[src/rtl/half2fix_seq.sv]
// Iterative IEEE-754 half-precision to signed Q(W-1-FRAC).FRAC decoder.
// Valid/ready on both sides; the magnitude is aligned by one bit per cycle.
module half2fix_seq #(
    parameter int W    = 32,
    parameter int FRAC = 30
) (
    input  logic         clk1,
    input  logic         F2X_rest,
    input  logic         in_valid,
    output logic         in_ready,
    input  logic [15:0]  in_half,
    output logic         out_valid,
    input  logic         out_ready,
    output logic [W-1:0] out_fixed,
    output logic         out_ovf,
    output logic         out_nan
);

    typedef enum logic [1:0] {
        IDLE,
        SHIFT,
        SIGN,
        DONE
    } state_t;

    state_t            r_state;
    logic [W-1:0]      r_mag;
    logic [5:0]        r_cnt;
    logic              r_left;
    logic              r_sign;
    logic              r_sat;
    logic              r_nan;

    logic              w_sign;
    logic [4:0]        w_exp;
    logic [9:0]        w_mant;
    logic [10:0]       w_sig;
    logic [4:0]        w_eeff;
    logic signed [7:0] w_sh;
    logic [5:0]        w_cnt;
    logic              w_zero;
    logic              w_inf;
    logic              w_nan;
    logic              w_ovf;
    logic              w_skip_shift;

    // Field decode and alignment distance; only consumed on the accept edge.
    // NOTE: every always_comb output gets a default first so no path can infer a latch.
    always_comb begin
        w_sign       = in_half[15];
        w_exp        = in_half[14:10];
        w_mant       = in_half[9:0];
        w_zero       = 1'b0;
        w_inf        = 1'b0;
        w_nan        = 1'b0;
        w_ovf        = 1'b0;
        w_sig        = {1'b1, w_mant};
        w_eeff       = w_exp;
        w_cnt        = 6'd0;

        if (w_exp == 5'd0) begin
            w_sig  = {1'b0, w_mant};
            w_eeff = 5'd1;
            w_zero = (w_mant == 10'd0);
        end else if (w_exp == 5'd31) begin
            w_inf = (w_mant == 10'd0);
            w_nan = (w_mant != 10'd0);
        end

        w_sh = 8'(int'(w_eeff) - 25 + FRAC);

        // A normal significand occupies bits 10+sh..sh after alignment.
        if (w_exp != 5'd0 && w_exp != 5'd31)
            w_ovf = (10 + int'(w_sh) >= W - 1);

        if (w_sh[7]) begin
            w_cnt = (w_sh < -8'sd11) ? 6'd11 : 6'(-w_sh);
        end else begin
            w_cnt = 6'(w_sh);
        end

        w_skip_shift = w_zero || w_inf || w_nan || w_ovf || (w_cnt == 6'd0);
    end

    // NOTE: all state below uses non-blocking assignments so every flop sees pre-edge values.
    always_ff @(posedge clk1) begin
        if (F2X_rest) begin
            r_state   <= IDLE;
            in_ready  <= 1'b1;
            out_valid <= 1'b0;
            out_fixed <= '0;
            out_ovf   <= 1'b0;
            out_nan   <= 1'b0;
            r_mag     <= '0;
            r_cnt     <= 6'd0;
            r_left    <= 1'b0;
            r_sign    <= 1'b0;
            r_sat     <= 1'b0;
            r_nan     <= 1'b0;
        end else begin
            case (r_state)
                IDLE: begin
                    if (in_valid) begin
                        in_ready <= 1'b0;
                        out_ovf  <= 1'b0;
                        out_nan  <= 1'b0;
                        r_mag    <= {{(W-11){1'b0}}, w_sig};
                        r_cnt    <= w_cnt;
                        r_left   <= !w_sh[7];
                        r_sign   <= w_sign;
                        r_sat    <= w_inf || w_ovf;
                        r_nan    <= w_nan;
                        r_state  <= w_skip_shift ? SIGN : SHIFT;
                    end
                end

                SHIFT: begin
                    // Right shifts drop bits, i.e. truncate the magnitude toward zero.
                    r_mag <= r_left ? (r_mag << 1) : (r_mag >> 1);
                    r_cnt <= r_cnt - 6'd1;
                    if (r_cnt == 6'd1)
                        r_state <= SIGN;
                end

                SIGN: begin
                    if (r_nan) begin
                        out_fixed <= '0;
                        out_nan   <= 1'b1;
                    end else if (r_sat) begin
                        out_fixed <= r_sign ? {1'b1, {(W-1){1'b0}}} : {1'b0, {(W-1){1'b1}}};
                        out_ovf   <= 1'b1;
                    end else begin
                        out_fixed <= r_sign ? -r_mag : r_mag;
                    end
                    out_valid <= 1'b1;
                    r_state   <= DONE;
                end

                DONE: begin
                    if (out_ready) begin
                        out_valid <= 1'b0;
                        in_ready  <= 1'b1;
                        r_state   <= IDLE;
                    end
                end

                default: r_state <= IDLE;
            endcase
        end
    end

endmodule

[config.mk]
export PLATFORM = sky130hd
export DESIGN_NAME = half2fix_seq
export DESIGN_NICKNAME = d
export VERILOG_FILES = /design/src/rtl/half2fix_seq.sv
export SDC_FILE = /design/constraint.sdc
export NUM_CORES = 1
export LEC_CHECK = 0
export CORE_MARGIN = 2
export CORE_UTILIZATION = 30
export CTS_CLUSTER_DIAMETER = 60
export DETAILED_ROUTE_END_ITERATION = 7
export MAX_ROUTING_LAYER = met4
export PLACE_DENSITY_LB_ADDON = 0.25
export SLEW_MARGIN = 15
export SYNTH_ARGS = -nofsm -noshare
export SYNTH_HDL_FRONTEND = slang
export SYNTH_SLANG_ARGS = --single-unit
[constraint.sdc]
create_clock -name clk1 -period 4 [get_ports clk1]
set_input_delay 0.4 -clock clk1 [delete_from_list [all_inputs] [get_ports clk1]]
set_output_delay 0.4 -clock clk1 [all_outputs]
set_load 0.05 [all_outputs]
Word-level counts from Yosys, hierarchy flattened

Cells that the tools add are included.

Add/subtract/negate cells: 6
$lt $le $gt $ge: 2
Eq/ne operators: 12
Mux-type cells: 34
Reduce and logical (&&, ||, !) cells: 24

Operators with widths:

| kind                                                              | count |
|---|---|
| 2-to-1 mux 32 bit                                                 | 6 |
| one-hot mux 32 bit (2 select lines)                               | 1 |
| negation 32 bit                                                   | 1 |
| 2-to-1 mux 6 bit                                                  | 3 |
| 2-to-1 mux 1 bit                                                  | 12 |
| != test 2 bit, second input constant                              | 6 |
| one-hot mux 6 bit (2 select lines)                                | 1 |
| 2-to-1 mux 11 bit                                                 | 1 |
| zero test 10 bit                                                  | 1 |
| nonzero test 10 bit                                               | 1 |
| AND reduction 3 bit                                               | 3 |
| adder 5 x 7 -> 8 bit, first input constant                        | 1 |
| greater-or-equal comparator 8 x 6 -> 1 bit, second input constant | 1 |
| 2-to-1 mux 2 bit                                                  | 4 |
| one-hot mux 1 bit (2 select lines)                                | 4 |
| one-hot mux 2 bit (4 select lines)                                | 1 |
| nonzero test 2 bit                                                | 4 |
| adder 6 x 6 -> 7 bit, second input constant                       | 1 |
| less-than comparator 7 x 5 -> 1 bit, second input constant        | 1 |
| == test 6 x 1 -> 1 bit, second input constant                     | 1 |
| zero test 6 bit                                                   | 1 |
| negation 6 bit                                                    | 1 |
| AND reduction 2 bit                                               | 3 |
| subtractor 5 x 5 -> 6 bit, second input constant                  | 1 |
| other kinds (13)                                                  | 18 |

Register bits: 80
Bits of input ports: 20
Output and inout bits: 36
Logic and storage cells: 90

Depth between registers and ports, before layout

Word-level depth: 12
Depth in mapped cells: 18
Depth with buffers taken out: 18

Worst setup path after synthesis

OpenSTA, ideal clock, no wires.

Kind: input to register
Start: input in_half[12]
End: register r_state[0]
Setup time: 58 ps
Arrival time: 3436 ps
Data required time: 3942 ps
Setup slack: 505 ps
Stages: 17
Path buffers: 0
Cells stage by stage: inv_1 > ha_1 > nor2b_1 > a21oi_1 > ha_1 > nor2b_1 > o21a_1 > nor2_1 > inv_1 > ha_1 > nand2_1 > xor2_1 > o32a_1 > nor3_1 > a211o_1 > a22oi_1 > o221a_2

Word-level cells in the longest chain between the ends: 12
Elaborated cells between the ends (all ways): 28
Those cells by class: add/sub (4); order compare (2); eq/ne (2); mux (12); reduce/logical (8)

Ends and longest elaborated chain:

| item                                                                           | line   | RTL |
|---|---|---|
| from (decl)                                                                    | 11     | `input logic [15:0] in_half,` |
| zero test 5 bit                                                                | 61     | `if (w_exp == 5'd0) begin` |
| 2-to-1 mux 5 bit                                                               | 61     |  |
| subtractor 5 x 5 -> 6 bit                                                      | 70     | `w_sh = 8'(int'(w_eeff) - 25 + FRAC);` |
| adder 6 x 6 -> 7 bit                                                           | 70     |  |
| adder 5 x 7 -> 8 bit (tied with other cells)                                   | 74     | `w_ovf = (10 + int'(w_sh) >= W - 1);` |
| greater-or-equal comparator 8 x 6 -> 1 bit or 2-to-1 mux 6 bit (tied branches) | 74, 77 |  |
| 2-to-1 mux 1 bit or 2-to-1 mux 6 bit (tied branches)                           | 73, 76 |  |
| logical OR 1 bit or zero test 6 bit (tied branches)                            | 82     | `w_skip_shift = w_zero \|\| w_inf \|\| w_nan \|\| w_ovf \|\| (w_cnt == 6'd0);` |
| logical OR 1 bit (*)                                                           | 82     |  |
| 2-to-1 mux 2 bit (*)                                                           | 113    | `r_state <= w_skip_shift ? SIGN : SHIFT;` |
| 2-to-1 mux 2 bit (*)                                                           | 103    | `if (in_valid) begin` |
| one-hot mux 2 bit (4 select lines) (*)                                         | 101    | `case (r_state)` |
| to (signal assigned)                                                           | 113    |  |
| to (decl)                                                                      | 26     | `state_t r_state;` |

Every way passes the cells marked *; elsewhere a longest branch is shown, timed or not. The select of a mux whose other input is x is not followed.
A chain may end at the register's enable or synchronous reset.

Worst setup path in the final report

Same ends and word-level chain as after synthesis.

==> impl_metrics.toml <==
[die]
die_area_mm2 = 0.01724
start_util = 0.3060
io_pins = 56
core_area_mm2 = 0.01589
dieWidth_um = 131.3
num_rows = 46
die_h_um = 131.3

[synth]
synth-async-reset-ratio = 0
yosysSeqAreaShare = 0.3295
yosysUniqueCellTypes = 62
synthCells = 621
yosys_most_used_dff = "dfxtp_1"
yosysTopAreaCell = "dfxtp_1"
synth_edf_count = 0
synthesis.area_mm2 = 0.004861
avgSynthCellArea_um2 = 7.828
synthTopCellsByArea = "dfxtp_1, a21oi_1, mux2i_1, nor2_1, xnor2_1"
yosys_warnings = 0
ys_seq_elements = 80
synth_top_area_frac = 0.3295
synthesis.nets = 657

[timing]
worstMarginPinSlew_ns = 0.9996
setup_ws_ns = 0.3751
setup_violations = 0
period_minus_slack_ns = 3.625
fmax_mhz = 275.9
slew_viol_final = 0
slew_headroom = 0.3321
hold_viol_final = 0
setup_tns_ns = 0
finalCritPeriodShare = 0.9062
finClkSkew_ns = 0.007713
rsz0062_at_grt = "no"

[routing]
drc = 0
drtAntennaViolNets = 0
num_vias = 4451
drt_iter0_drc = 280
wl_per_cell_um = 14.35
via_per_inst = 5.052
drt_wl_total_mm = 12.65
firstDrtPassIters = 4

[cells_and_area]
diodes = 0
layout-drive-gt1-share = 0.07669
utilization = 0.3746
fin_nets = 697
final_common_cell = "a21oi_1"
synthToLayoutAreaGrowth_pct = 22.42
final_cell_mix = "a21oi_1, dfxtp_1, nor2_1, nand2_1, clkdlybuf4s50_1"

[hold_path]
worstHoldPathType = "flip-flop to flip-flop"

[placement]
place_congestion = 0.9030
port-buffer-count = 55
dp_hpwl_mm = 8.769
pre_cts_slack_ns = 0.03279

[clock_network]
post_cts_buffers = 0
postCtsHoldBufs = 0
cts_resized = 0
htreeDepth = 3
numCtsBuffers = 9
clockBufferDepth = 2
cts_num_sinks = 80
clk_latency_ns = 0.34
cts_tree = "built"
clkTransAtPathRegs_ns = 0.06
root_buffer = "clkbuf_16"

[grt]
grt_pass1_vias = 4276
gr-total-overflow = 0
grt_pass1_wl_mm = 21.39
grt_start_max_net_pins = 48
grt_use_total = 0.1520
antenna_found_initial = 0

[worst_setup_path]
required_ns = 4.29
r2r_slack_ns = 1.18
cp_max_fo = 5
worstSetupStartpoint = "in_half[12]"
critical_path_arrival_ns = 3.91
end_kind = "flip-flop"
cp-endpoint = "r_state[0]$_SDFFE_PP0P_"
worstReg2RegStart = "r_mag[8]$_SDFFE_PP0P_"
rr_worst_depth = 8
critPathLaunchType = "primary input"
timing.rr.end = "out_fixed[31]$_SDFFE_PP0P_"
critPathKind = "primary input to flip-flop"

[flow_run]
cap_violations = 0

[power_and_ir_drop]
pwr-share-seq = 0.294
power.density_mw_per_mm2 = 620.9
p_switching_mw = 1.563
p_int_mw = 2.132
p_leak_nw = 2.084
combPwrFrac = 0.462
swShare = 0.4230
peakVddDrop_mv = 0.2529
clkPwrFrac = 0.244

[outcome]
status = "finished, final reports clean"
[final cells by class]
type                    count  area [um^2]
clock inverters             3        65.06
inverters                  23        86.33
fillers                  1683         9935
clock buffers              12        256.5
multi-input cells         476         3004
flip-flops and latches     80         1603
repair buffers             71        665.6
well taps                 216        270.3
[layer usage]
| layer | track usage | routed length (um) |
|---|---|---|
| met4 | 0.03986 | 168 |
| met5 | - | 0 |
| met3 | 0.02778 | 375 |
| met1 | 0.2026 | 6420 |
| met2 | 0.2380 | 5681 |
[sequential cells by signal, summed over array words and instances (netlist names)]
register	cells
r_sat	1
r_cnt	6
r_sign	1
r_left	1
r_nan	1
in_ready	1
out_fixed	32
out_nan	1
r_state	2
out_valid	1
r_mag	32
out_ovf	1
[power groups by stage]
stage                     sequential, mW  combinational (mW)  clock, mW
after floorplan                     1.26                1.08          0
after global placement              1.10                1.70          0
after detailed placement            1.10                1.71          0
after CTS                           1.09                1.72      0.916
after global routing                1.11                1.88      0.953
final                               1.09                1.71      0.901
[stage by stage]
stage	cells	hold WS [ns]	cell area, um^2	total power [mW]
global route	881	0.4803	5951	3.943
floorplan	621	0.4545	4861	2.332
global placement	866	0.4586	5628	2.795
detailed placement	866	0.4563	5628	2.812
CTS	881	0.4657	5949	3.720
finish	881	0.4651	5951	3.695
[Yosys cell counts, types with 3 or more instances]
cell       n
a22oi_1    4
a21oi_2    5
a21oi_1   81
nor3_1     8
nor4_1     3
o211ai_1  15
a211oi_1   6
and2_1     3
dfxtp_1   80
xor2_1     4
buf_1      4
o21ai_1    8
nand2b_1  25
clkbuf_1  30
o21ai_0   41
mux2i_1   31
o21a_1     4
o31ai_1    8
nand3_1    4
ha_1      16
or3_1      4
buf_2      6
or4_1      5
nand2_1   58
nand4_1    6
inv_1     22
xnor2_1   27
nor2_1    68
nor2b_1    4
[critical path, stage by stage]
cell	delay, ns
clkdlybuf4s50_1	0.47
inv_1	0.06
ha_1	0.19
nor2b_1	0.14
a21oi_1	0.21
ha_1	0.29
nor2b_1	0.09
o21a_1	0.20
nor2_1	0.16
inv_1	0.06
ha_1	0.20
nand2_1	0.11
xor2_1	0.34
o32a_1	0.20
nor3_1	0.05
a211o_1	0.29
a22oi_1	0.23
o221a_2	0.22
[worst min-delay path by stage]
stage                                 end                       start  cells after the start
2_1_floorplan       r_cnt[5]$_SDFFE_PP0P_       r_cnt[5]$_SDFFE_PP0P_                      2
3_3_place_gp   out_fixed[29]$_SDFFE_PP0P_  out_fixed[29]$_SDFFE_PP0P_                      2
3_5_place_dp   out_fixed[15]$_SDFFE_PP0P_  out_fixed[15]$_SDFFE_PP0P_                      2
4_1_cts        out_fixed[15]$_SDFFE_PP0P_  out_fixed[15]$_SDFFE_PP0P_                      2
5_1_grt        out_fixed[25]$_SDFFE_PP0P_  out_fixed[25]$_SDFFE_PP0P_                      2
6_report       out_fixed[17]$_SDFFE_PP0P_  out_fixed[17]$_SDFFE_PP0P_                      2
[cells by family after synthesis]
group,after synthesis,synth area share
AO/OA/AOI/OAI,193,0.2435
multiplexers,32,0.06615
AND/OR/NAND/NOR,204,0.2090
buffers and inverters,65,0.05483
flip-flops,80,0.3295
XOR/XNOR,31,0.05586
adder cells (fa/ha/maj),16,0.04118
Power figures use the tool's default switching activity.
